[src/rtl/uart_tx_arbiter.sv]
// Round-robin arbiter sharing one Duplex UART transmitter among NUM_REQ byte producers.
// Optional watchdog enabled by defining UART_TX_TIMEOUT_EN.
module uart_tx_arbiter #(
    parameter int unsigned NUM_REQ     = 4,
    parameter int unsigned DATA_W      = 8,
    parameter int unsigned TIMEOUT_CYC = 2000000
) (
    input  logic                      clock,
    input  logic                      reset_n,
    input  logic [NUM_REQ-1:0]        req,
    input  logic [NUM_REQ*DATA_W-1:0] req_data,
    output logic [NUM_REQ-1:0]        grant,
    output logic [NUM_REQ-1:0]        done,
    output logic                      uart_send,
    output logic [DATA_W-1:0]         uart_data,
    input  logic                      uart_tx_active,
    input  logic                      uart_tx_done,
    output logic                      busy,
    output logic                      timeout_flag
);

    localparam int unsigned IDX_W = (NUM_REQ > 1) ? $clog2(NUM_REQ) : 1;

    typedef enum logic [2:0] {
        IDLE,
        LOAD,
        WAIT_ACT,
        WAIT_DONE,
        RELEASE
    } state_t;

    state_t             state, state_nxt;
    logic [IDX_W-1:0]   rr_ptr;
    logic [IDX_W-1:0]   winner;
    logic [IDX_W-1:0]   pick;
    logic               pick_valid;
    logic [NUM_REQ-1:0] win_onehot;
    logic               timed_out;
    int unsigned        scan_idx;

    // First set request bit at or above rr_ptr, wrapping round to bit 0.
    always_comb begin
        pick       = '0;
        pick_valid = 1'b0;
        scan_idx   = 0;
        for (int unsigned k = 0; k < NUM_REQ; k++) begin
            scan_idx = (32'(rr_ptr) + k) % NUM_REQ;
            if (!pick_valid && req[scan_idx]) begin
                pick       = IDX_W'(scan_idx);
                pick_valid = 1'b1;
            end
        end
    end

    assign win_onehot = NUM_REQ'(1) << winner;
    assign busy       = (state != IDLE);

`ifdef UART_TX_TIMEOUT_EN
    logic [31:0] wd_cnt;

    assign timed_out = ((state == WAIT_ACT) || (state == WAIT_DONE)) &&
                       (wd_cnt == 32'(TIMEOUT_CYC - 1));

    always_ff @(posedge clock or negedge reset_n) begin
        if (!reset_n) begin
            wd_cnt       <= '0;
            timeout_flag <= 1'b0;
        end else begin
            if (state == LOAD)
                wd_cnt <= '0;
            else if ((state == WAIT_ACT) || (state == WAIT_DONE))
                wd_cnt <= wd_cnt + 32'd1;
            if (timed_out)
                timeout_flag <= 1'b1;
        end
    end
`else
    // Watchdog absent: TIMEOUT_CYC is accepted only so overrides stay portable.
    assign timed_out    = (TIMEOUT_CYC == 0) & 1'b0;
    assign timeout_flag = 1'b0;
`endif

    always_ff @(posedge clock or negedge reset_n) begin
        if (!reset_n)
            state <= IDLE;
        else
            state <= state_nxt;
    end

    always_comb begin
        state_nxt = state;
        case (state)
            IDLE:      if (pick_valid) state_nxt = LOAD;
            LOAD:      state_nxt = WAIT_ACT;
            WAIT_ACT: begin
                // A finished frame wins over a late active flag so the grant is never stranded.
                if (timed_out || uart_tx_done) state_nxt = RELEASE;
                else if (uart_tx_active)       state_nxt = WAIT_DONE;
            end
            WAIT_DONE: if (timed_out || uart_tx_done) state_nxt = RELEASE;
            RELEASE:   state_nxt = IDLE;
            default:   state_nxt = IDLE;
        endcase
    end

    always_ff @(posedge clock or negedge reset_n) begin
        if (!reset_n) begin
            grant     <= '0;
            done      <= '0;
            uart_send <= 1'b0;
            uart_data <= '0;
            rr_ptr    <= '0;
            winner    <= '0;
        end else begin
            grant <= '0;
            done  <= '0;
            case (state)
                IDLE: if (pick_valid) winner <= pick;
                LOAD: begin
                    grant     <= win_onehot;
                    uart_data <= req_data[winner*DATA_W +: DATA_W];
                    uart_send <= 1'b1;
                end
                WAIT_ACT, WAIT_DONE: uart_send <= (state_nxt == WAIT_ACT);
                RELEASE: begin
                    done   <= win_onehot;
                    rr_ptr <= (winner == IDX_W'(NUM_REQ - 1)) ? '0 : winner + 1'b1;
                end
                default: ;
            endcase
        end
    end

endmodule

[config.mk]
export PLATFORM = sky130hd
export DESIGN_NAME = uart_tx_arbiter
export DESIGN_NICKNAME = d
export VERILOG_FILES = /design/src/rtl/uart_tx_arbiter.sv
export SDC_FILE = /design/constraint.sdc
export NUM_CORES = 1
export LEC_CHECK = 0
export ABC_AREA = 1
export BUFFER_PORTS_ARGS = -buffer_cell sky130_fd_sc_hd__buf_2
export CORE_ASPECT_RATIO = 2
export CORE_UTILIZATION = 40
export CTS_BUF_LIST = sky130_fd_sc_hd__clkbuf_4
export CTS_CLUSTER_DIAMETER = 200
export DETAILED_ROUTE_END_ITERATION = 10
export MAX_ROUTING_LAYER = met4
export PLACE_DENSITY = 0.68
export SYNTH_ARGS = -nofsm -noshare
export SYNTH_HDL_FRONTEND = slang
export SYNTH_SLANG_ARGS = --single-unit
[constraint.sdc]
create_clock -name clock -period 1.4 [get_ports clock]
set_input_delay 0.07 -clock clock [delete_from_list [all_inputs] [get_ports clock]]
set_output_delay 0.07 -clock clock [all_outputs]
set_load 0.1 [all_outputs]
# ---- Word level (Yosys, flattened, before mapping)
# Cells that the tools add are included.
dict set report totals {
  reg_bits 24
  in_bits 40
}
dict set report classes {
  addsub 4
  n_lt_le_gt_ge 4
  n_eq_ne 6
  shift 2
  mux 25
  n_reduce_logical 11
}
# operator n
set ops {}
lappend ops {{$shiftx A32 B6 Y8} 1}
lappend ops {{$lt A2 B3 Y1 const B} 4}
lappend ops {{$mux W3} 4}
lappend ops {{$pmux W3 S4} 1}
lappend ops {{$mux W2} 5}
lappend ops {{$eq A3 B2 Y1 const B} 3}
lappend ops {{$bmux W1 S2} 4}
lappend ops {{$mux W1} 8}
lappend ops {{$mux W4} 2}
lappend ops {{$add A2 B1 Y2 const B} 2}
lappend ops {{$add A2 B2 Y2 const B} 2}
lappend ops {{$shl A1 B2 Y4 const A} 1}
lappend ops {{$eq A3 B1 Y1 const B} 1}
lappend ops {{$eq A3 B3 Y1 const B} 1}
lappend ops {{$logic_and A1 B1 Y1} 3}
lappend ops {{$logic_not A1 Y1} 3}
lappend ops {{$logic_not A3 Y1} 1}
lappend ops {{$reduce_bool A3 Y1} 1}
lappend ops {{$eq A2 B2 Y1 const B} 1}
lappend ops {{$pmux W1 S2} 1}
lappend ops {{$reduce_and A2 Y1} 1}
lappend ops {{$reduce_bool A2 Y1} 1}
lappend ops {{$reduce_or A2 Y1} 1}

# ---- Longest topological paths before layout
# Gate-level depths: netlist of the first run.
dict set report depth {
  word_depth 16
  mapped_depth 11
  depth_no_buf 11
}

# ---- Least setup slack after synthesis of the first run
# No wires, ideal clock.
dict set report synth_timing {
  path_type {flip-flop to flip-flop}
  from {register state[0]}
  to {register uart_send}
  arrival_time_ns 1.518
  t_required_ns 1.283
  setup_slack_ns -0.235
  stages_incl_launch_ff 7
  cell_sequence {dfrtp_1 nor2_1 nand2_1 inv_1 nand2_4 nand3_1 nand2_1}
}
dict set report synth_via {
  elab_chain_len 5
  word_cells_on_any_way 13
  cone_classes {eq/ne (4); mux (6); reduce/logical (3)}
}
# element line_no
set synth_lines {}
lappend synth_lines {{start, declared} 32} ;# state_t state, state_nxt;
lappend synth_lines {{start signal, assigned} 87} ;# state <= state_nxt;
lappend synth_lines {{$mux W3} 98} ;# else if (uart_tx_active) state_nxt = WAIT_DONE;
lappend synth_lines {{$mux W3} 97} ;# if (timed_out || uart_tx_done) state_nxt = RELEASE;
lappend synth_lines {{$pmux W3 S4} 92} ;# case (state)
lappend synth_lines {{$eq A3 B2 Y1} 124} ;# WAIT_ACT, WAIT_DONE: uart_send <= (state_nxt == WAIT_ACT);
lappend synth_lines {{$pmux W1 S2} 117} ;# case (state)
lappend synth_lines {{end signal, assigned} 124}
lappend synth_lines {{end, declared} 14} ;# output logic uart_send,
# Parallel ways exist; a longest one is shown, timed or not.
# A chain may end at the register's enable or synchronous reset.

# ---- Worst setup path in the final report of the first run
dict set report layout_timing {
  from {register rr_ptr[0]}
  to {register winner[1]}
}
dict set report layout_via {
  elab_chain_len 13
  word_cells_on_any_way 26
  cone_classes {add/sub (3); mux (16); reduce/logical (7)}
}
# element line_no
set layout_lines {}
lappend layout_lines {{start, declared} 33} ;# logic [IDX_W-1:0] rr_ptr;
lappend layout_lines {{start signal, assigned} 127} ;# rr_ptr <= (winner == IDX_W'(NUM_REQ - 1)) ? '0 : winner + 1'b1;
lappend layout_lines {{branches (longest 13 deep; another with $add A2 B1 Y2)} --}
lappend layout_lines {{end signal, assigned} 118} ;# IDLE: if (pick_valid) winner <= pick;
lappend layout_lines {{end, declared} 34} ;# logic [IDX_W-1:0] winner;
# Several ways; the timed one is not identified. The select of a mux whose other input is x is not followed.

==> summary.txt, run 1 <==
Detailed routing
  • Final ANT Viol Nets: 0
  • Routed WL per cell: 11.1 um
  • Drt pass-1 iters: 4
  • Met2 routed WL: 2.24 mm
  • Total number of vias: 1510
  • Routed Wire Length: 3.65 mm
  • DR DRC count: 0
  • Highest metal used: met4
  • Metal1 wirelength: 1.29 mm
  • Met3 Routed Length: 74 um
  • Initial DRC Count: 29
  • Vias per cell: 4.62

Clock tree
  • CTS Root Cell: clkbuf_4
  • Worst-path clk slew: 0.14 ns
  • CTS tree: done
  • Clk sinks: 24
  • Total CTS buffers: 3
  • Number of H-tree levels: 1
  • Maximum clock path buffer count: 2
  • Clock latency on the worst-skew pair: 0.31 ns

Worst setup path
  • Maximum fanout along the worst path: 6
  • Endpoint type of the worst setup path: flip-flop
  • Critical path buffers and inverters: 3
  • Worst path cell trace: buf_4, nand2_1, o21ai_1, nand2_1, nand2_1, inv_2, nand3_4, nand2_4, inv_2, nand2_1, nand2_1
  • CP delay by family, top: simple AND/OR/NAND/NOR gates
  • Setup crit start kind: flip-flop
  • Slowest stage delay, CP: 0.47 ns
  • Most frequent cell on the critical path: nand2_1
  • Critical path type: flip-flop to flip-flop
  • Slowest CP cell: dfrtp_2
  • CP arrival: 1.66 ns
  • Worst Path Required: 1.61 ns

Run status
  • Outcome: finished, violations left
  • Failing checks: setup timing

STA
  • Max Slew Vio Count: 0
  • Finish-stage setup viols: 3
  • Post-layout worst setup margin: -0.0477 ns
  • Final setup TNS: -0.129 ns
  • Hold Fails Final Rpt: 0
  • RSZ-0062 raised after global routing: true
  • Max-slew headroom: 0.654
  • Post-route clock period utilization: 1.03
  • Post-route minimum period: 1.45 ns
  • Hold slack final: 0.0264 ns
  • Max Freq: 691 MHz
  • Worst-Margin Slew: 0.519 ns
  • Clock Skew: 0.00804 ns

Global routing
  • Vias in the first global route: 1461
  • Largest net degree at the start of global routing: 25
  • First-pass GRT wire length: 5.86 mm
  • Global route overflow: 0
  • Total Routing Usage GR: 0.203
  • Antenna violations before repair: 0

Floorplan
  • Ports: 59
  • Die W: 45.1 um
  • Die ar.: 3980 um^2
  • Num rows: 31
  • Core footprint: 3570 um^2
  • Die Ht: 88.3 um
  • Initial core utilization: 0.417

Logic synthesis
  • Syn_nets: 254
  • Synth Area in Adders: 0.0336
  • Synth Area in XOR/XNOR: 0
  • Mapped cell area: 1490 um^2
  • FF+latch count, synth: 24
  • Cell variety after synth: 23
  • Simple-gate share of the synthesized area: 0.352
  • Sequential area share after synthesis: 0.403
  • Mapped Cells: 210
  • Post-synthesis mux area share: 0
  • Mapped Avg Cell Area: 7.09 um^2
  • Synth Area in Compound Gates: 0.119
  • Warnings from Yosys: 0
  • Largest family of logic cells by synthesized area: simple AND/OR/NAND/NOR gates

Placed design
  • Final HPWL DP: 2.94 mm
  • Routability-driven placement congestion ratio: 0.912
  • # port buffers: 57

Job
  • MaxCap Viol Count: 0

Cells and area
  • Final net count: 323
  • Fill count: 381
  • Share of cells above drive strength 1: 0.367
  • Inserted Diodes: 0
  • Area delta synth->final: 36.7%

Power
  • PD cells: 2770 nW/um^2
  • Final Total Pwr: 5.64 mW
  • Static leakage: 1.11 nW
  • Worst vdd ir: 0.00157 V

Hold path
  • Worst Hold Class: input port to flip-flop
## layout make-up
class	count	area, um^2	share of cell area
Sequential cell	24	603	0.296
Tap cell	49	61.3	0.0301
Inverter	24	95.1	0.0467
Multi-Input combinational cell	155	818	0.402
Clock inverter	1	30.0	0.0148
Timing Repair Buffer	71	405	0.199
Clock buffer	3	22.5	0.0111
## Yosys cell counts (all sizes together)
cell,number,area share
a21oi,4,0.013
nand3,11,0.047
nand2,50,0.15
ha,4,0.034
a31oi,8,0.034
clkinv,1,0.0025
nand4,1,0.0042
a21boi,1,0.0050
o21ai,20,0.067
buf,6,0.026
dfrtp,24,0.40
clkbuf,1,0.0025
inv,23,0.058
conb,1,0.0025
nor2,55,0.15
## metal layers
| metal | global-route usage | vias to the layer above |
|---|---|---|
| li1 | - | 795 |
| met1 | 0.190 | 673 |
| met2 | 0.401 | 38 |
| met3 | 0.0122 | 4 |
| met4 | 0.0744 | 0 |
| met5 | - | - |
## cells in the final DEF, fill, tap and decap left out
cell type	count
buf_4	10
dfrtp_1	22
o21ai_0	17
a21boi_0	1
inv_4	2
dfrtp_2	2
conb_1	1
inv_2	3
dlygate4sd3_1	2
ha_1	4
nand3_2	3
clkinv_1	1
bufinv_16	1
nand4_1	1
nand3_4	1
buf_6	2
inv_1	18
clkbuf_4	4
a31oi_1	8
nand2_4	9
nand2_2	8
nand3_1	7
nor2_8	1
nand2_1	33
buf_2	56
o21ai_1	3
a21oi_1	4
nor2_1	54
## worst reg2reg max path, delay by kind of cell, from the launching register on
family,cells,cell delay [ns]
buffers and inverters,3,0.31
AO/OA/AOI/OAI,1,0.09
flip-flops,1,0.47
AND/OR/NAND/NOR,7,0.50
## final timing paths
| path | end | startpoint | cells past startpoint | slack, ns |
|---|---|---|---|---|
| min reg2reg | uart_data[4]$_DFFE_PN0P_ | uart_data[4]$_DFFE_PN0P_ | 2 | 0.56 |
| min in group asynchronous | uart_data[5]$_DFFE_PN0P_ | reset_n | 2 | 0.25 |
| min | state[0]$_DFF_PN0_ | uart_tx_active | 3 | 0.03 |
| max | winner[1]$_DFFE_PN0P_ | rr_ptr[0]$_DFFE_PN0P_ | 11 | -0.05 |
| max reg2reg | winner[1]$_DFFE_PN0P_ | rr_ptr[0]$_DFFE_PN0P_ | 11 | -0.05 |
| max in group asynchronous | rr_ptr[1]$_DFFE_PN0P_ | reset_n | 2 | 0.77 |
## report_power, final
group | internal, mW | total (mW) | leakage [nW] | switching (mW)
logic | 1.10 | 4.00 | 0.794 | 2.90
clock network | 0.289 | 0.495 | 0.0279 | 0.206
registers | 0.955 | 1.14 | 0.292 | 0.190
total | 2.34 | 5.64 | 1.11 | 3.30
## cell families (layout without fill, tap and decap cells)
logic type,count (synthesis),count (layout)
adder cells (fa/ha/maj),4,4
AND/OR/NAND/NOR,117,117
AO/OA/AOI/OAI,33,33
flip-flops,24,24
other,1,1
buffers and inverters,31,99
## state kept, by name (all words and copies together), names as in the netlist
register   flops
rr_ptr         2
uart_send      1
done           4
winner         2
uart_data      8
grant          4
state          3
## per-stage QoR
step           utilization  area, um^2  setup slack, ns  instances
5_1_grt              0.570        2040           -0.128        327
4_1_cts              0.547        1950          -0.0312        325
6_report             0.570        2040          -0.0477        327
3_5_place_dp         0.522        1860          -0.0419        318
2_1_floorplan            -        1490           0.0341        210
3_3_place_gp         0.522        1860           0.0160        318
## what timing repair did
action / 4_1_cts / 5_1_grt
setup endpoints to repair: 3 / 9
pin swaps: 0 / 10
setup buffers: 1 / 1
cloned: 0 / 1
hold endpoints to repair: 25 / 0
gates resized for setup: 3 / 21
hold buffers: 2 / 0
Note: power is estimated with default switching activity, not from simulation.
==> inputs of run 2 (changes only) <==
CORE_ASPECT_RATIO = unset   (was 2)
PLACE_DENSITY = unset   (was 0.68)
PLACE_DENSITY_LB_ADDON = 0.3   (was unset)
==> summary.txt, run 2 (same netlist as run 1, synthesis figures left out) <==
Run status
  • Outcome: finished, violations left
  • Failing checks: setup timing

Cells and area
  • Non-filler cells, final: 325
  • Largest regs: uart_data (8), done (4), grant (4)
  • Final net count: 324
  • Multi-input gate area: 779 um^2
  • Most frequent cells in the layout: buf_2, nor2_1, nand2_1
  • Biggest register: uart_data
  • FF+latch area: 601 um^2
  • Final instance area: 2000 um^2
  • Most common cell after layout, fill and taps aside: buf_2
  • Area delta synth->final: 34.2%
  • Share of cells above drive strength 1: 0.348
  • Inserted Diodes: 0
  • Fill count: 344
  • Max reg flops: 8

Global routing
  • Global route overflow: 0
  • Largest net degree at the start of global routing: 25
  • Antenna violations before repair: 0
  • GRT Max-Usage Layer: met2
  • Total Routing Usage GR: 0.185
  • Met1 Use GR: 0.223
  • Vias in the first global route: 1386
  • Met3 Use GR: 0.0383
  • Met2 GRT Util: 0.325
  • First-pass GRT wire length: 5.84 mm

Detailed routing
  • Routed Wire Length: 3.35 mm
  • Drt pass-1 iters: 4
  • Initial DRC Count: 37
  • Total number of vias: 1498
  • Routed WL per cell: 10.3 um
  • DR DRC count: 0
  • Final ANT Viol Nets: 0
  • Vias per cell: 4.61

Worst setup path
  • CP arrival: 1.63 ns
  • FF-to-FF path depth: 11
  • Critical path type: flip-flop to flip-flop
  • Maximum fanout along the worst path: 11
  • Worst Path Required: 1.62 ns
  • Endpoint type of the worst setup path: flip-flop
  • Setup crit start kind: flip-flop

Power
  • Worst vdd ir: 0.00135 V
  • PD cells: 2770 nW/um^2
  • Final Total Pwr: 5.53 mW
  • Static leakage: 1.11 nW

STA
  • Finish-stage setup viols: 2
  • Max Freq: 708 MHz
  • RSZ-0062 raised after global routing: true
  • Hold Fails Final Rpt: 0
  • Max Slew Vio Count: 0
  • Post-layout worst setup margin: -0.0125 ns
  • Worst-Margin Slew: 0.530 ns
  • Post-route clock period utilization: 1.01
  • Post-route minimum period: 1.41 ns
  • Max-slew headroom: 0.647
  • Clock Skew: 0.00516 ns

Clock tree
  • Total CTS buffers: 3
  • CTS Root Cell: clkbuf_4
  • Number of H-tree levels: 1
  • Worst-path clk slew: 0.13 ns
  • Clock latency on the worst-skew pair: 0.32 ns
  • CTS tree: done
  • Clk sinks: 24
  • Maximum clock path buffer count: 2

Placed design
  • Final HPWL DP: 2.58 mm
  • Routability-driven placement congestion ratio: 0.848
  • DP Cell Count: 317
  • Placed Area: 1890 um^2
  • # port buffers: 57

Hold path
  • Worst Hold Path Cells: 4
  • Worst Hold Class: input port to flip-flop

Floorplan
  • Die W: 63.0 um
  • Die Ht: 63.0 um
  • Core footprint: 3440 um^2
  • Initial core utilization: 0.433
  • Ports: 59
  • Num rows: 21
  • Die ar.: 3970 um^2

Job
  • MaxCap Viol Count: 0
-- run 2: cell count changes in the layout (fill, tap and decap cells not counted), sizes merged --
cell | before | now
buf | 68 | 69
-- run 2: path summary, 6_finish.rpt --
check                                         start                  endpoint  slack (ns)
setup / recovery              rr_ptr[0]$_DFFE_PN0P_     winner[0]$_DFFE_PN0P_       -0.01
setup reg to reg              rr_ptr[0]$_DFFE_PN0P_     winner[0]$_DFFE_PN0P_       -0.01
hold reg to reg            uart_data[7]$_DFFE_PN0P_  uart_data[7]$_DFFE_PN0P_        0.56
hold / removal                       uart_tx_active     uart_send$_DFFE_PN0P_        0.02
min in group asynchronous                   reset_n        grant[0]$_DFF_PN0_        0.24
max in group asynchronous                   reset_n  uart_data[0]$_DFFE_PN0P_        0.80
-- run 2: where the power goes --
| part | switching, mW | internal, mW |
|---|---|---|
| Sequential | 0.162 | 0.948 |
| Combinational | 2.82 | 1.10 |
| Clock | 0.210 | 0.290 |
-- run 2: cell type report --
cell class              instances  area share
flip-flops and latches         24       0.301
inverters                      24      0.0451
repair buffers                 72       0.209
clock buffers                   3      0.0113
clock inverters                 1      0.0150
multi-input cells             155       0.390
well taps                      46      0.0288
-- run 2: metal layers --
metal / up-vias / share of wire
met4: 0 / 0.0042
met2: 35 / 0.49
met5: - / 0
met1: 669 / 0.46
met3: 2 / 0.046
li1: 792 / -
-- run 2: worst max-delay path, stage by stage, from the launching register on --
cell and delay [ns]:
dfrtp_1 0.44, buf_12 0.16, nand2_2 0.09, nand2_4 0.07, nand2_2 0.07, nand2_4 0.07
nor2_8 0.10, nand3_2 0.09, nand2_4 0.09, inv_2 0.04, nand3_1 0.05, nand2_1 0.05
-- run 2: timing repair --
action,in CTS,in global routing
gates resized for setup,4,5
endpoints found under the setup margin,2,5
hold buffers,2,0
buffers inserted,2,0
cloned,0,0
endpoints found under the hold margin,25,0
-- run 2: through the flow --
stage                      util  setup slack, ns   TNS, ns  hold slack, ns
after floorplan               -           0.0341         0          -0.226
after global placement    0.548          0.00465         0          0.0788
after detailed placement  0.548         -0.00569  -0.00569          0.0837
after CTS                 0.577         -0.00487  -0.00487          0.0218
after global routing      0.581          -0.0955    -0.301          0.0369
final                     0.581          -0.0125   -0.0142          0.0247
==> inputs of run 3 (changes only) <==
TNS_END_PERCENT = 50   (was unset)
==> summary.txt, run 3 (same netlist as run 1, synthesis figures left out) <==
Placed design
  • Final HPWL DP: 2.59 mm
  • DP Cell Count: 317
  • Placed Area: 1890 um^2
  • Routability-driven placement congestion ratio: 0.875
  • # port buffers: 57

Clock tree
  • Worst-path clk slew: 0.14 ns
  • Clock latency on the worst-skew pair: 0.32 ns
  • Number of H-tree levels: 1
  • CTS Root Cell: clkbuf_4
  • Maximum clock path buffer count: 2
  • Total CTS buffers: 3
  • CTS tree: done
  • Clk sinks: 24

Detailed routing
  • DR DRC count: 0
  • Routed Wire Length: 3.61 mm
  • Total number of vias: 1526
  • Initial DRC Count: 32
  • Routed WL per cell: 11.1 um
  • Drt pass-1 iters: 4
  • Vias per cell: 4.68
  • Final ANT Viol Nets: 0

Global routing
  • Global route overflow: 0
  • Antenna violations before repair: 0
  • First-pass GRT wire length: 6.10 mm
  • Vias in the first global route: 1399
  • Largest net degree at the start of global routing: 25
  • Total Routing Usage GR: 0.199

STA
  • Post-route minimum period: 1.45 ns
  • RSZ-0062 raised after global routing: true
  • Final setup TNS: -0.108 ns
  • Max Freq: 688 MHz
  • Post-layout worst setup margin: -0.0535 ns
  • Hold Fails Final Rpt: 0
  • Worst-Margin Slew: 0.555 ns
  • Post-route clock period utilization: 1.04
  • Max Slew Vio Count: 0
  • Clock Skew: 0.00648 ns
  • Max-slew headroom: 0.630
  • Finish-stage setup viols: 3

Worst setup path
  • CP arrival: 1.67 ns
  • Endpoint type of the worst setup path: flip-flop
  • CP delay by family, top: simple AND/OR/NAND/NOR gates
  • Critical path type: flip-flop to flip-flop
  • Maximum fanout along the worst path: 6
  • Most frequent cell on the critical path: nand2_1
  • Slowest stage delay, CP: 0.49 ns
  • Slowest CP cell: dfrtp_2
  • RR Startpoint: rr_ptr[0]$_DFFE_PN0P_
  • Worst Path Required: 1.62 ns
  • Critical path buffers and inverters: 3
  • Worst path cell trace: buf_2, nand2_1, o21ai_2, nand2_1, nand2_1, inv_2, nand3_2, nand2_4, inv_2, nand3_1, nand2_1
  • FF-to-FF path depth: 11
  • Reg2reg end: winner[0]$_DFFE_PN0P_
  • Setup crit start kind: flip-flop
  • Flop2flop setup slack: -0.05 ns

Cells and area
  • Biggest register: uart_data
  • Most frequent cells in the layout: buf_2, nor2_1, nand2_1
  • Largest regs: uart_data (8), done (4), grant (4)
  • Share of cells above drive strength 1: 0.379
  • Final net count: 325
  • Area delta synth->final: 37.2%
  • Most common cell after layout, fill and taps aside: buf_2
  • Max reg flops: 8
  • Non-filler cells, final: 326
  • Inserted Diodes: 0
  • Final instance area: 2040 um^2
  • Core Util, Final: 0.594

Hold path
  • Min-Delay Endpoint: uart_send$_DFFE_PN0P_
  • Worst Hold Class: input port to flip-flop
  • Hold Crit Start: uart_tx_active
  • Worst Hold Path Cells: 4

Power
  • Static leakage: 1.11 nW
  • Worst vdd ir: 0.00168 V
  • PD cells: 2770 nW/um^2
  • Final Total Pwr: 5.66 mW

Run status
  • Failing checks: setup timing
  • Outcome: finished, violations left

Floorplan
  • Num rows: 21
  • Initial core utilization: 0.433
  • Die Ht: 63.0 um
  • Ports: 59
  • Die ar.: 3970 um^2
  • Die W: 63.0 um
  • Core footprint: 3440 um^2

Job
  • MaxCap Viol Count: 0
==> run 3: cell count changes in the layout (fill, tap and decap cells not counted), sizes merged <==
cell and delta:
clkinvlp +1, buf +1, clkbuf -1
==> run 3: layer usage <==
metal	up-vias	track usage	share of wire
met4	0	0.0262	0.0047
met3	2	0.0438	0.037
met5	-	-	0
met1	690	0.243	0.46
li1	799	-	-
met2	35	0.340	0.50
==> run 3: worst max path at each step <==
stage / from / endpoint / depth (start not counted)
3_5_place_dp: rr_ptr[0]$_DFFE_PN0P_ / winner[0]$_DFFE_PN0P_ / 10
5_1_grt: rr_ptr[0]$_DFFE_PN0P_ / winner[0]$_DFFE_PN0P_ / 11
6_report: rr_ptr[0]$_DFFE_PN0P_ / winner[0]$_DFFE_PN0P_ / 11
4_1_cts: rr_ptr[0]$_DFFE_PN0P_ / winner[0]$_DFFE_PN0P_ / 11
2_1_floorplan: winner[0]$_DFFE_PN0P_ / rr_ptr[1]$_DFFE_PN0P_ / 6
3_3_place_gp: rr_ptr[0]$_DFFE_PN0P_ / winner[0]$_DFFE_PN0P_ / 9
==> run 3: where the power goes <==
part,internal [mW],switching (mW)
combinational,1.13,2.88
sequential,0.950,0.200
clock,0.289,0.216
total,2.37,3.29
==> run 3: area by class of cell <==
cell class              count  area [um^2]
repair inverters            1         7.51
well taps                  46         57.6
multi-input cells         155          811
fillers                   321         1400
repair buffers             72          423
flip-flops and latches     24          602
clock buffers               3         22.5
inverters                  24         90.1
clock inverters             1         30.0
==> run 3: worst min-delay path: stages <==
cell and delay, ns:
buf_2 0.07, nor2_1 0.04, nand3_1 0.07, nand2_1 0.05
==> run 3: repair_timing <==
item,in CTS,in global routing
buffers inserted,1,0
cloned,2,0
hold endpoints to repair,25,0
resized for setup,12,11
pin swaps,3,2
hold buffers,2,0
setup endpoints to repair,4,5
==> run 3: through the flow <==
step | worst slack, ns | hold WS (ns)
finish | -0.0535 | 0.0167
global route | -0.163 | 0.000366
CTS | -0.0544 | 0.00610
detailed placement | -0.0405 | 0.0861
global placement | -0.00895 | 0.0758
floorplan | -0.0679 | -0.226
